`config.mk`:
```
export PLATFORM = sky130hd
export DESIGN_NAME = slv_wrp_flat
export DESIGN_NICKNAME = d
export VERILOG_FILES = /design/src/rtl/slv_wrp_if.sv /design/src/rtl/slv_wrp.sv /design/src/flat_wrapper.sv
export SDC_FILE = /design/constraint.sdc
export NUM_CORES = 1
export LEC_CHECK = 0
export ABC_AREA = 1
export BUFFER_PORTS_ARGS = -buffer_cell sky130_fd_sc_hd__buf_2
export CORE_UTILIZATION = 40
export DETAILED_ROUTE_END_ITERATION = 12
export GPL_TIMING_DRIVEN = 0
export PLACE_DENSITY_LB_ADDON = 0.08
export SLEW_MARGIN = 20
export SYNTH_ARGS = -nofsm -noshare
export SYNTH_HDL_FRONTEND = slang
export SYNTH_SLANG_ARGS = --single-unit
export TNS_END_PERCENT = 10
```
`constraint.sdc`:
```
create_clock -name CLK -period 2.5 [get_ports CLK]
set_input_delay 0.25 -clock CLK [delete_from_list [all_inputs] [get_ports CLK]]
set_output_delay 0.25 -clock CLK [all_outputs]
set_load 0.02 [all_outputs]
```
`src/rtl/slv_wrp_if.sv`:
```
// slv_wrp_if: Core-B Lite bus-side signals seen by one slave wrapper.
// The master modport is the bus/decoder side, the slave modport is slv_wrp.
interface slv_wrp_if;
  logic        SxSEL;
  logic        MsRDY;
  logic        MxWT;
  logic [2:0]  MxSZ;
  logic [3:0]  MxRB;
  logic [2:0]  MxMOD;
  logic [31:0] MxADDR;
  logic [38:0] MxWDT;
  logic        SxRDY;
  logic        SxERR;
  logic [38:0] SxRDT;

  modport master (
    output SxSEL, MsRDY, MxWT, MxSZ, MxRB, MxMOD, MxADDR, MxWDT,
    input  SxRDY, SxERR, SxRDT
  );

  modport slave (
    input  SxSEL, MsRDY, MxWT, MxSZ, MxRB, MxMOD, MxADDR, MxWDT,
    output SxRDY, SxERR, SxRDT
  );
endinterface

```
`src/rtl/slv_wrp.sv`:
```
// slv_wrp: Core-B Lite slave wrapper. Captures selected address phases and
// turns each data phase into one single-beat request to a simple slave core.
// Optional data-phase timeout: define SLV_WRP_TIMEOUT_EN (limit = TO_CYCLES).
//
// state   | meaning
// --------+-------------------------------------------------------------
// ST_IDLE | no data phase owned; SxRDY=1, ready to accept
// ST_DATA | core request outstanding; completes on SCx_ACK
// ST_ERR1 | first error cycle (SxRDY=0, SxERR=1), no core request
// ST_ERR2 | second error cycle (SxRDY=1, SxERR=1), may accept next phase
module slv_wrp #(
  parameter int unsigned TO_CYCLES = 255
) (
  input  logic        CLK,
  input  logic        nRST,
  slv_wrp_if.slave    bus,
  output logic        SCx_REQ,
  output logic        SCx_WT,
  output logic [2:0]  SCx_SZ,
  output logic [31:0] SCx_ADDR,
  output logic [38:0] SCx_WDT,
  input  logic        SCx_ACK,
  input  logic        SCx_ERR,
  input  logic [38:0] SCx_RDT
);

  typedef enum logic [1:0] {
    ST_IDLE = 2'd0,
    ST_DATA = 2'd1,
    ST_ERR1 = 2'd2,
    ST_ERR2 = 2'd3
  } state_t;

  state_t      state_q, state_d;
  logic        sel_ok;
  logic        bad;
  logic        can_acc;
  logic        acc;
  logic        to_hit;
  logic        rd_done;
  logic        rdy;
  logic        err;
  logic        req;
  logic        wt_q;
  logic [2:0]  sz_q;
  logic [31:0] addr_q;
  logic [3:0]  rb_q;
  logic [38:0] rdt_q;

  assign sel_ok = bus.SxSEL & (bus.MxMOD != 3'd0) & bus.MsRDY;

  // Illegal size or an address not aligned to the transfer size.
  assign bad = (bus.MxSZ > 3'd2)
             | ((bus.MxSZ == 3'd1) & bus.MxADDR[0])
             | ((bus.MxSZ == 3'd2) & (bus.MxADDR[1:0] != 2'b00));

  // Only states that are finishing (or have no) data phase may take a new
  // address phase, so a stray MsRDY during ST_ERR1 cannot disturb the latches.
  always_comb begin
    can_acc = 1'b0;
    unique case (state_q)
      ST_IDLE: can_acc = 1'b1;
      ST_DATA: can_acc = SCx_ACK;
      ST_ERR1: can_acc = 1'b0;
      ST_ERR2: can_acc = 1'b1;
      default: can_acc = 1'b0;
    endcase
  end

  assign acc = sel_ok & can_acc;

`ifdef SLV_WRP_TIMEOUT_EN
  // Abort fires on the last allowed wait cycle, giving exactly TO_CYCLES
  // data-phase cycles before the error response starts.
  localparam logic [7:0] TO_LAST = 8'(TO_CYCLES - 1);

  logic [7:0] to_cnt;

  assign to_hit = (state_q == ST_DATA) & ~SCx_ACK & (to_cnt == TO_LAST);

  // Wait-cycle counter: cleared by each accepted address phase.
  always_ff @(posedge CLK or negedge nRST) begin
    if (!nRST) begin
      to_cnt <= 8'd0;
    end else if (acc) begin
      to_cnt <= 8'd0;
    end else if ((state_q == ST_DATA) && !SCx_ACK) begin
      to_cnt <= to_cnt + 8'd1;
    end
  end
`else
  assign to_hit = 1'b0;
`endif

  // State register.
  always_ff @(posedge CLK or negedge nRST) begin
    if (!nRST) begin
      state_q <= ST_IDLE;
    end else begin
      state_q <= state_d;
    end
  end

  // Next-state and bus/core handshake outputs.
  always_comb begin
    state_d = state_q;
    rdy     = 1'b1;
    err     = 1'b0;
    req     = 1'b0;
    unique case (state_q)
      ST_IDLE: begin
        if (acc) state_d = bad ? ST_ERR1 : ST_DATA;
      end
      ST_DATA: begin
        req = 1'b1;
        rdy = SCx_ACK;
        err = SCx_ACK & SCx_ERR;
        if (to_hit) begin
          state_d = ST_ERR1;
        end else if (SCx_ACK) begin
          if (acc) state_d = bad ? ST_ERR1 : ST_DATA;
          else     state_d = ST_IDLE;
        end
      end
      ST_ERR1: begin
        rdy     = 1'b0;
        err     = 1'b1;
        state_d = ST_ERR2;
      end
      ST_ERR2: begin
        rdy = 1'b1;
        err = 1'b1;
        if (acc) state_d = bad ? ST_ERR1 : ST_DATA;
        else     state_d = ST_IDLE;
      end
      default: state_d = ST_IDLE;
    endcase
  end

  // Address-phase capture; held until the next accepted phase.
  always_ff @(posedge CLK or negedge nRST) begin
    if (!nRST) begin
      wt_q   <= 1'b0;
      sz_q   <= 3'd0;
      addr_q <= 32'd0;
      rb_q   <= 4'd0;
    end else if (acc) begin
      wt_q   <= bus.MxWT;
      sz_q   <= bus.MxSZ;
      addr_q <= bus.MxADDR;
      rb_q   <= bus.MxRB;
    end
  end

  assign rd_done = (state_q == ST_DATA) & SCx_ACK & ~wt_q;

  // Read-data hold so SxRDT stays at the last completed read.
  always_ff @(posedge CLK or negedge nRST) begin
    if (!nRST) begin
      rdt_q <= 39'd0;
    end else if (rd_done) begin
      rdt_q <= SCx_RDT;
    end
  end

  assign bus.SxRDY = rdy;
  assign bus.SxERR = err;
  assign bus.SxRDT = rd_done ? SCx_RDT : rdt_q;

  assign SCx_REQ  = req;
  assign SCx_WT   = wt_q;
  assign SCx_SZ   = sz_q;
  assign SCx_ADDR = addr_q;
  assign SCx_WDT  = bus.MxWDT;

endmodule

```
`src/flat_wrapper.sv`:
```
// flat-port wrapper written by rule: the top's interface ports become plain ports
module slv_wrp_flat 
#(
  parameter int unsigned TO_CYCLES = 255
)
  (CLK, nRST, SCx_REQ, SCx_WT, SCx_SZ, SCx_ADDR, SCx_WDT, SCx_ACK, SCx_ERR, SCx_RDT, bus_SxSEL, bus_MsRDY, bus_MxWT, bus_MxSZ, bus_MxRB, bus_MxMOD, bus_MxADDR, bus_MxWDT, bus_SxRDY, bus_SxERR, bus_SxRDT);
  slv_wrp_if bus_i ();
  input  logic CLK;
  input  logic nRST;
  output logic SCx_REQ;
  output logic SCx_WT;
  output logic [2:0] SCx_SZ;
  output logic [31:0] SCx_ADDR;
  output logic [38:0] SCx_WDT;
  input  logic SCx_ACK;
  input  logic SCx_ERR;
  input  logic [38:0] SCx_RDT;
  input wire logic [$bits(bus_i.SxSEL)-1:0] bus_SxSEL;
  input wire logic [$bits(bus_i.MsRDY)-1:0] bus_MsRDY;
  input wire logic [$bits(bus_i.MxWT)-1:0] bus_MxWT;
  input wire logic [$bits(bus_i.MxSZ)-1:0] bus_MxSZ;
  input wire logic [$bits(bus_i.MxRB)-1:0] bus_MxRB;
  input wire logic [$bits(bus_i.MxMOD)-1:0] bus_MxMOD;
  input wire logic [$bits(bus_i.MxADDR)-1:0] bus_MxADDR;
  input wire logic [$bits(bus_i.MxWDT)-1:0] bus_MxWDT;
  output wire logic [$bits(bus_i.SxRDY)-1:0] bus_SxRDY;
  output wire logic [$bits(bus_i.SxERR)-1:0] bus_SxERR;
  output wire logic [$bits(bus_i.SxRDT)-1:0] bus_SxRDT;
  assign bus_i.SxSEL = bus_SxSEL;
  assign bus_i.MsRDY = bus_MsRDY;
  assign bus_i.MxWT = bus_MxWT;
  assign bus_i.MxSZ = bus_MxSZ;
  assign bus_i.MxRB = bus_MxRB;
  assign bus_i.MxMOD = bus_MxMOD;
  assign bus_i.MxADDR = bus_MxADDR;
  assign bus_i.MxWDT = bus_MxWDT;
  assign bus_SxRDY = bus_i.SxRDY;
  assign bus_SxERR = bus_i.SxERR;
  assign bus_SxRDT = bus_i.SxRDT;
  slv_wrp #(.TO_CYCLES(TO_CYCLES)) u_core (.CLK(CLK), .nRST(nRST), .bus(bus_i), .SCx_REQ(SCx_REQ), .SCx_WT(SCx_WT), .SCx_SZ(SCx_SZ), .SCx_ADDR(SCx_ADDR), .SCx_WDT(SCx_WDT), .SCx_ACK(SCx_ACK), .SCx_ERR(SCx_ERR), .SCx_RDT(SCx_RDT));
endmodule
```
# ---- After elaboration in Yosys (flattened, before gate mapping)
# Cells that the tools add are included.
dict set report totals {
  reg_bits 77
  latch_bits 0
  ramBits 0
  rom_bits 0
  inputBits 127
  out_inout_bits 117
  word_cells 40
  n_memories 0
}
dict set report op_classes {
  addsub 0
  n_mul 0
  n_div 0
  n_lt_le_gt_ge 1
  eq_ne 7
  n_shift 0
  n_mux 10
  n_bitwise 11
  n_reduce_logical 6
}
# op n
set ops {}
lappend ops {{two-way mux 39 bit} 1}
lappend ops {{bitwise AND 1 bit} 8}
lappend ops {{two-way mux 2 bit} 4}
lappend ops {{one-hot mux 2 bit (4 select lines)} 1}
lappend ops {{equality test 2 bit (second input constant)} 2}
lappend ops {{one-hot mux 1 bit (2 select lines)} 2}
lappend ops {{OR reduction 2 bit} 2}
lappend ops {{equality test 3 x 1 -> 1 bit (second input constant)} 1}
lappend ops {{equality test 3 x 2 -> 1 bit (second input constant)} 1}
lappend ops {{greater-than comparator 3 x 2 -> 1 bit (second input constant)} 1}
lappend ops {{one-hot mux 1 bit (3 select lines)} 1}
lappend ops {{nonzero test 3 bit} 1}
lappend ops {{equality test 2 x 1 -> 1 bit (second input constant)} 1}
lappend ops {{logical NOT 2 bit} 1}
lappend ops {{!= test 2 x 1 -> 1 bit (second input constant)} 1}
lappend ops {{!= test 2 bit (second input constant)} 1}
lappend ops {{OR 1 bit} 2}
lappend ops {{AND reduction 2 bit} 1}
lappend ops {{nonzero test 2 bit} 1}
lappend ops {{two-way mux 1 bit} 1}
lappend ops {{inverter 1 bit} 1}

# ---- Logic depth before layout (Yosys ltp)
# Gate-level depths: netlist (run 1).
dict set report depth {
  ltp_word 8
  depth_mapped 10
  ltp_nobuf 9
}

# ---- Worst setup path after synthesis (run 1)
# OpenSTA, ideal clock, no wires.
dict set report synth_timing {
  path_type {register to output}
  from {reg with a tool-made name}
  to {out bus_SxRDT[27]}
  arrival_ns 1.676
  path_slack_ns 0.574
  stages_incl_launch_ff 7
  cell_sequence {dfrtp_1 -> inv_1 -> ha_1 -> nand3b_1 -> buf_4 -> buf_6 -> mux2_4}
}
# item line_no
set synth_rtl {}
lappend synth_rtl {{to (decl)} flat_wrapper.sv:28} ;# output wire logic [$bits(bus_i.SxRDT)-1:0] bus_SxRDT;

==> impl_results.md, run 1 <==
* # fillers at 768
* Tot Pwr at 6.19 mW
* CTS root buf: clkbuf_8
* Worst vdd ir at 0.558 mV
* Yosys warns at 0
* Vias in the first global route at 2564
* Register-to-register path setup slack at 780 ps
* Die area at 9010 um^2
* DR iter-0 viols at 53
* Critical Path End: bus_SxRDT[33]
* Worst-path maximum fanout at 10
* Syn Std Cell Area at 3450 um^2
* Site Rows at 33
* Clock skew at 7.63 ps
* Post-synth cell types at 19
* Reg2Reg Depth at 8
* Clk sinks at 77
* Initial Util at 41.6%
* Setup violations, final at 0
* Vias per Instance at 4.31
* Storage element area at 1930 um^2
* Final Hold Fails at 0
* Rel. slew slack at 66.7%
* DR pass1 iterations at 4
* Startpoint Class: flip-flop
* Design area at 4870 um^2
* FF+latch count, synth at 77
* Status: complete, no violations
* Core area at 8300 um^2
* Final wirelength at 7.77 mm
* Share of layout cells above drive strength 1 at 57.4%
* Yosys top cell area share at 55.8%
* CTS tree: built
* Clk slew on worst S/H paths at 80 ps
* Clk Latency, worst-skew pair at 340 ps
* Total GRT Usage at 17.6%
* Most frequent cell after synthesis: dfrtp_1
* DRC Markers at 0
* Gate Count Post-Synth at 318
* Die Y at 94.9 um
* Synth area leaders: dfrtp_1 (56%), mux2_2 (9.5%), buf_4 (8.7%)
* Pin count of the biggest net entering global routing at 41
* Min cycle time layout at 2310 ps
* Critical setup path kind: reg2out
* Leak at 2.80 nW
* I/O Buffers at 200
* Placed inst area at 4610 um^2
* Max Freq at 433 MHz
* GRT overflow at 0
* Slew Viols, Final at 0
* Ant diodes at 0
* Final #Nets at 665
* Pwr dens at 1270 nW/um^2
* First-pass GRT wire length at 12.1 mm
* Routed Antenna Nets at 0
* Ys async rst share at 100%
* RSZ-0062 raised after global routing: false
* Kind of end point of the critical path: output pin
* Sequential area share after synthesis at 55.8%
* Hold Crit Class: in2reg
* Reg-to-Reg End: u_core.SCx_ADDR[3]
* Data arrival time of the critical path at 2060 ps
* Initial antenna violation count at 0
* Main synth FF type: dfrtp_1
* WP data required at 2250 ps
* Die X at 94.9 um
* Via count at 2768
* Final TNS setup at 0 ps
* EDFF count, synth at 0
* Post-Syn Nets at 451
* Period utilization at 92.3%
* Syn_area_per_cell at 10.9 um^2
* Hpwl dp at 6.01 mm
* Area of the multi-input gates at 998 um^2
* Top post-synthesis cells by count: dfrtp_1 (77), nand2_1 (46), inv_1 (45), buf_4 (40), o21ai_1 (33)
* R2r startpoint: u_core.state_q[0]
* Routed WL per cell at 12.1 um
* Least-Margin Pin Slew at 500 ps
* IO Count at 244
* Area leader, netlist: dfrtp_1
* GPL Wtd Cong at 0.742
* Clk buf depth at 2
* Area growth, synth to finish at 41.0%
* H-tree Lvls at 3
* Num CTS Buffers at 9
* MaxCap Viol Count at 0
-- worst min path at each step --
stage                                  start                    endpoint  slack [ps]  cells past startpoint
after global routing          bus_MxADDR[25]         u_core.SCx_ADDR[25]         110                      3
after global placement    u_core.SCx_ADDR[0]          u_core.SCx_ADDR[0]         460                      2
after detailed placement                nRST            u_core.rdt_q[29]         250                      1
after CTS                     bus_MxADDR[20]         u_core.SCx_ADDR[20]         110                      3
after floorplan                         nRST  asynchronous set/reset pin         -50                      0
final                         bus_MxADDR[19]         u_core.SCx_ADDR[19]         130                      3
-- metrics by stage --
stage / setup WS [ps] / instances / hold slack (ps) / util [%]
floorplan: 574 / 318 / -45.6 / -
global placement: 471 / 623 / 464 / 55.2
detailed placement: 443 / 624 / 251 / 55.5
CTS: 54.6 / 641 / 109 / 58.5
global route: 37.4 / 642 / 114 / 58.6
finish: 191 / 642 / 127 / 58.6
-- cells in the final DEF, fill, tap and decap left out --
master / count
nand2_1: 46
ha_2: 1
nor3_1: 1
clkbuf_1: 2
dfrtp_1: 77
buf_2: 208
buf_12: 1
ha_1: 5
nand3b_1: 1
a21oi_1: 6
buf_4: 42
or2_2: 1
inv_1: 45
dlygate4sd3_1: 1
mux2_2: 29
o21ai_1: 33
clkinv_4: 1
nand4_1: 1
buf_6: 1
nor2_1: 3
bufinv_16: 3
clkbuf_8: 9
o21ai_0: 5
clkinvlp_4: 1
nand3_1: 3
clkinv_2: 1
mux2_4: 10
-- routing by layer --
| layer | routed length (um) | track usage (%) | vias up |
|---|---|---|---|
| met2 | 3590 | 28.5 | 128 |
| met4 | 83 | 6.82 | 0 |
| met5 | 0 | 0 | - |
| met1 | 3290 | 21.2 | 1242 |
| met3 | 800 | 6.68 | 7 |
| li1 | - | - | 1391 |
-- power breakdown --
part,internal (mW),switching (mW),total [mW]
clock network,0.664,0.459,1.12
logic,1.19,1.80,2.99
registers,1.85,0.232,2.08
total,3.70,2.49,6.19
-- area by class of cell --
| class | instances | share of cell area (%) |
|---|---|---|
| clock buffer | 10 | 2.62 |
| clock inverter | 6 | 2.29 |
| inverter | 45 | 3.47 |
| buffer | 51 | 7.41 |
| multi-input combinational | 145 | 20.5 |
| sequential | 77 | 39.6 |
| tap | 105 | 2.70 |
| timing repair buffer | 203 | 21.4 |
-- registers in the layout (all words and copies together), names as in the netlist, named ones only --
signal / cells
u_core.SCx_ADDR: 32
u_core.SCx_SZ: 3
u_core.SCx_WT: 1
u_core.rdt_q: 39
u_core.state_q: 1
-- critical path: stages (launching register included) --
cell	delay, ps
dfrtp_1	380
inv_1	120
ha_2	240
nand3b_1	120
buf_4	200
buf_6	170
mux2_4	320
buf_2	160
-- logic make-up (layout without fill, tap and decap cells) --
kind of cell,Yosys count,after routing,share of synthesized area [%]
buffers and inverters,96,315,15.3
muxes,39,39,13.8
DFF,77,77,55.8
AOI/OAI and AO/OA,44,44,6.38
adders and majority gates,6,6,2.17
and+or+nand+nor,56,56,6.49
-- what timing repair did --
action | in CTS | in global routing
hold buffers | 1 | 0
setup buffers | 0 | 1
endpoints found under the hold margin | 37 | 0
setup endpoints to repair | 0 | 15
resized for setup | 0 | 1
No activity file was read; power rests on OpenSTA's default activity.
==> inputs of run 2 (changes only) <==
--- a/config.mk
+++ b/config.mk
@@ -11,6 +11,8 @@
 export DETAILED_ROUTE_END_ITERATION = 12
 export GPL_TIMING_DRIVEN = 0
 export PLACE_DENSITY_LB_ADDON = 0.08
+export RECOVER_POWER = 100
+export SKIP_LAST_GASP = 1
 export SLEW_MARGIN = 20
 export SYNTH_ARGS = -nofsm -noshare
 export SYNTH_HDL_FRONTEND = slang
==> run 2 against run 1 <==
  * Worst hold slack about the same
  * Clock skew about the same
  * Global-route usage unchanged
  * Sequential share of layout area up 1.2 points
  * Largest cell class unchanged
  * Maximum frequency down 0.41%
  * Critical path type unchanged
  * First-iteration DRC count down 7.5%
  * Highest routed layer unchanged
  * Sequential power about the same
  * Count of clock-buffer cells in the layout unchanged
  * Via count about the same
==> impl_results.md, run 2 (synthesis gave the netlist of run 1 again) <==
* Initial Util at 41.6% (unchanged)
* Kind of end point of the critical path: output pin (unchanged)
* Data arrival time of the critical path at 2070 ps (was 2060 ps)
* Die area at 9010 um^2 (unchanged)
* Slew Viols, Final at 0 (unchanged)
* Leak at 2.48 nW (was 2.80 nW)
* I/O Buffers at 200 (unchanged)
* Tot Pwr at 6.00 mW (was 6.19 mW)
* MaxCap Viol Count at 0 (unchanged)
* Finished Core Util at 56.9% (was 58.6%)
* Switching power total at 2.51 mW (was 2.49 mW)
* Non-Filler Instances at 642 (unchanged)
* Final TNS setup at 0 ps (unchanged)
* Final wirelength at 7.80 mm (was 7.77 mm)
* Design area at 4720 um^2 (was 4870 um^2)
* Critical setup path kind: reg2out (unchanged)
* Max incr delay on CP at 390 ps (was 380 ps)
* Met3 Usage GRT at 6.68% (unchanged)
* Final hold slack at 128 ps (was 127 ps)
* Critical path depth in cells at 7 (unchanged)
* Final Hold Fails at 0 (unchanged)
* Clk Latency, worst-skew pair at 350 ps (was 340 ps)
* First-pass GRT wire length at 12.1 mm (unchanged)
* Routed Antenna Nets at 0 (unchanged)
* Area growth, synth to finish at 36.9% (was 41.0%)
* Vias per Instance at 4.31 (about the same)
* Clock network power share at 18.7% (was 18.1%)
* Largest Register: u_core.rdt_q (unchanged)
* Largest register FFs at 39 (unchanged)
* M2 GR Usage at 28.5% (unchanged)
* Site Rows at 33 (unchanged)
* CTS tree: built (unchanged)
* Setup WS post-layout at 182 ps (was 191 ps)
* Most frequent cells in the layout: clkbuf_1 (113), buf_2 (86), dfrtp_1 (77), nand2_1 (46), inv_1 (45) (was buf_2 (208), dfrtp_1 (77), nand2_1 (46), inv_1 (45), buf_4 (42))
* DR iter-0 viols at 49 (was 53)
* Comb pwr share at 46.5% (was 48.3%)
* Total GRT Usage at 17.6% (unchanged)
* Max Freq at 431 MHz (was 433 MHz)
* Period utilization at 92.7% (was 92.3%)
* Rel. slew slack at 35.1% (was 66.7%)
* Initial antenna violation count at 0 (unchanged)
* Dpl ws at 443 ps (unchanged)
* Fraction of power spent switching nets at 41.8% (was 40.3%)
* CP top delay family: buffers and inverters (unchanged)
* CTS root buf: clkbuf_8 (unchanged)
* Vias in the first global route at 2564 (unchanged)
* Placed inst area at 4610 um^2 (unchanged)
* DRC Markers at 0 (unchanged)
* Via count at 2767 (was 2768)
* Register-to-register path setup slack at 440 ps (was 780 ps)
* Pwr dens at 1270 nW/um^2 (about the same)
* Worst vdd ir at 0.527 mV (was 0.558 mV)
* Clock skew at 7.65 ps (was 7.63 ps)
* WHS Path Cells at 3 (unchanged)
* Setup violations, final at 0 (unchanged)
* Num CTS Buffers at 9 (unchanged)
* Hold Crit Class: in2reg (unchanged)
* Clk sinks at 77 (unchanged)
* Dpl cells at 624 (unchanged)
* Pin count of the biggest net entering global routing at 41 (unchanged)
* Reg2Reg Depth at 8 (unchanged)
* IO Count at 244 (unchanged)
* Core area at 8300 um^2 (unchanged)
* RSZ-0062 raised after global routing: false (unchanged)
* Reg power frac at 34.8% (was 33.6%)
* Clk buf depth at 2 (unchanged)
* Internal at 3.49 mW (was 3.70 mW)
* Startpoint Class: flip-flop (unchanged)
* Status: complete, no violations (unchanged)
* Clk slew on worst S/H paths at 80 ps (about the same)
* DR pass1 iterations at 4 (unchanged)
* Final #Nets at 665 (unchanged)
* Grt peak-use layer: met2 (unchanged)
* Worst-path maximum fanout at 10 (unchanged)
* CP max stage cell: dfrtp_1 (unchanged)
* Hpwl dp at 6.01 mm (unchanged)
* Least-Margin Pin Slew at 973 ps (was 500 ps)
* H-tree Lvls at 3 (unchanged)
* GPL Wtd Cong at 0.742 (unchanged)
* Grt met1 use at 21.2% (unchanged)
* Die X at 94.9 um (unchanged)
* Ant diodes at 0 (unchanged)
* Buf+Inv Stages, Crit Path at 4 (unchanged)
* Routed WL per cell at 12.1 um (about the same)
* Cell Chain, Critical Path: inv_1 -> ha_2 -> nand3b_1 -> buf_4 -> buf_6 -> mux2_4 -> clkbuf_2 (was inv_1 -> ha_2 -> nand3b_1 -> buf_4 -> buf_6 -> mux2_4 -> buf_2)
* Most common cell after layout, fill and taps aside: clkbuf_1 (was buf_2)
* Share of layout cells above drive strength 1 at 35.6% (was 57.4%)
* Die Y at 94.9 um (unchanged)
* WP data required at 2250 ps (about the same)
* Min cycle time layout at 2320 ps (was 2310 ps)
* GRT overflow at 0 (unchanged)
==> run 2: cell types whose count changed in the layout (fill, tap and decap cells not counted) <==
cell	change
buf_4	-1
o21ai_0	+30
buf_2	-122
mux2_2	-6
mux2_1	+6
o21ai_1	-30
clkbuf_2	+12
clkbuf_1	+111
==> run 2: layer usage <==
metal,routed length [um],vias up
li1,-,1388
met1,3330,1243
met2,3590,128
met3,788,8
met4,87,0
met5,0,-
==> run 2: layout make-up <==
cell class	count	area (um^2)
Buffer	51	354
Clock buffer	10	128
Clock inverter	6	111
Fill cell	837	3570
Inverter	45	169
Multi-Input combinational cell	145	998
Sequential cell	77	1930
Tap cell	105	131
Timing Repair Buffer	203	906
==> run 2: final timing paths <==
check | start | to
min | bus_MxADDR[23] | u_core.SCx_ADDR[23]
max | flip-flop | bus_SxRDT[33]
min in group asynchronous | nRST | u_core.rdt_q[29]
max reg2reg | u_core.state_q[0] | u_core.SCx_ADDR[31]
max in group asynchronous | nRST | u_core.SCx_WT
min reg2reg | u_core.SCx_ADDR[19] | u_core.SCx_ADDR[19]
==> run 2: timing repair <==
| item | in CTS | in global routing |
|---|---|---|
| setup endpoints to repair | 0 | 15 |
| buffers inserted | 0 | 1 |
| resized for setup | 0 | 1 |
| endpoints found under the hold margin | 37 | 0 |
| hold buffers | 1 | 0 |
==> run 2: worst register-to-register path: cells and delay by family, from the launching register on <==
| kind | cells | cell delay, ps |
|---|---|---|
| buffers and inverters | 3 | 890 |
| AOI/OAI and AO/OA | 1 | 100 |
| adders and majority gates | 1 | 290 |
| DFF | 1 | 450 |
| and+or+nand+nor | 3 | 240 |
==> run 2: power groups by stage <==
stage                     logic [mW]  registers (mW)  clock network (mW)
final                           2.79            2.09                1.12
after detailed placement        3.03            2.10                   0
after global placement          2.97            2.08                   0
after global routing            3.08            2.16                1.21
after floorplan                 1.72            2.40                   0
after CTS                       3.03            2.09                1.16
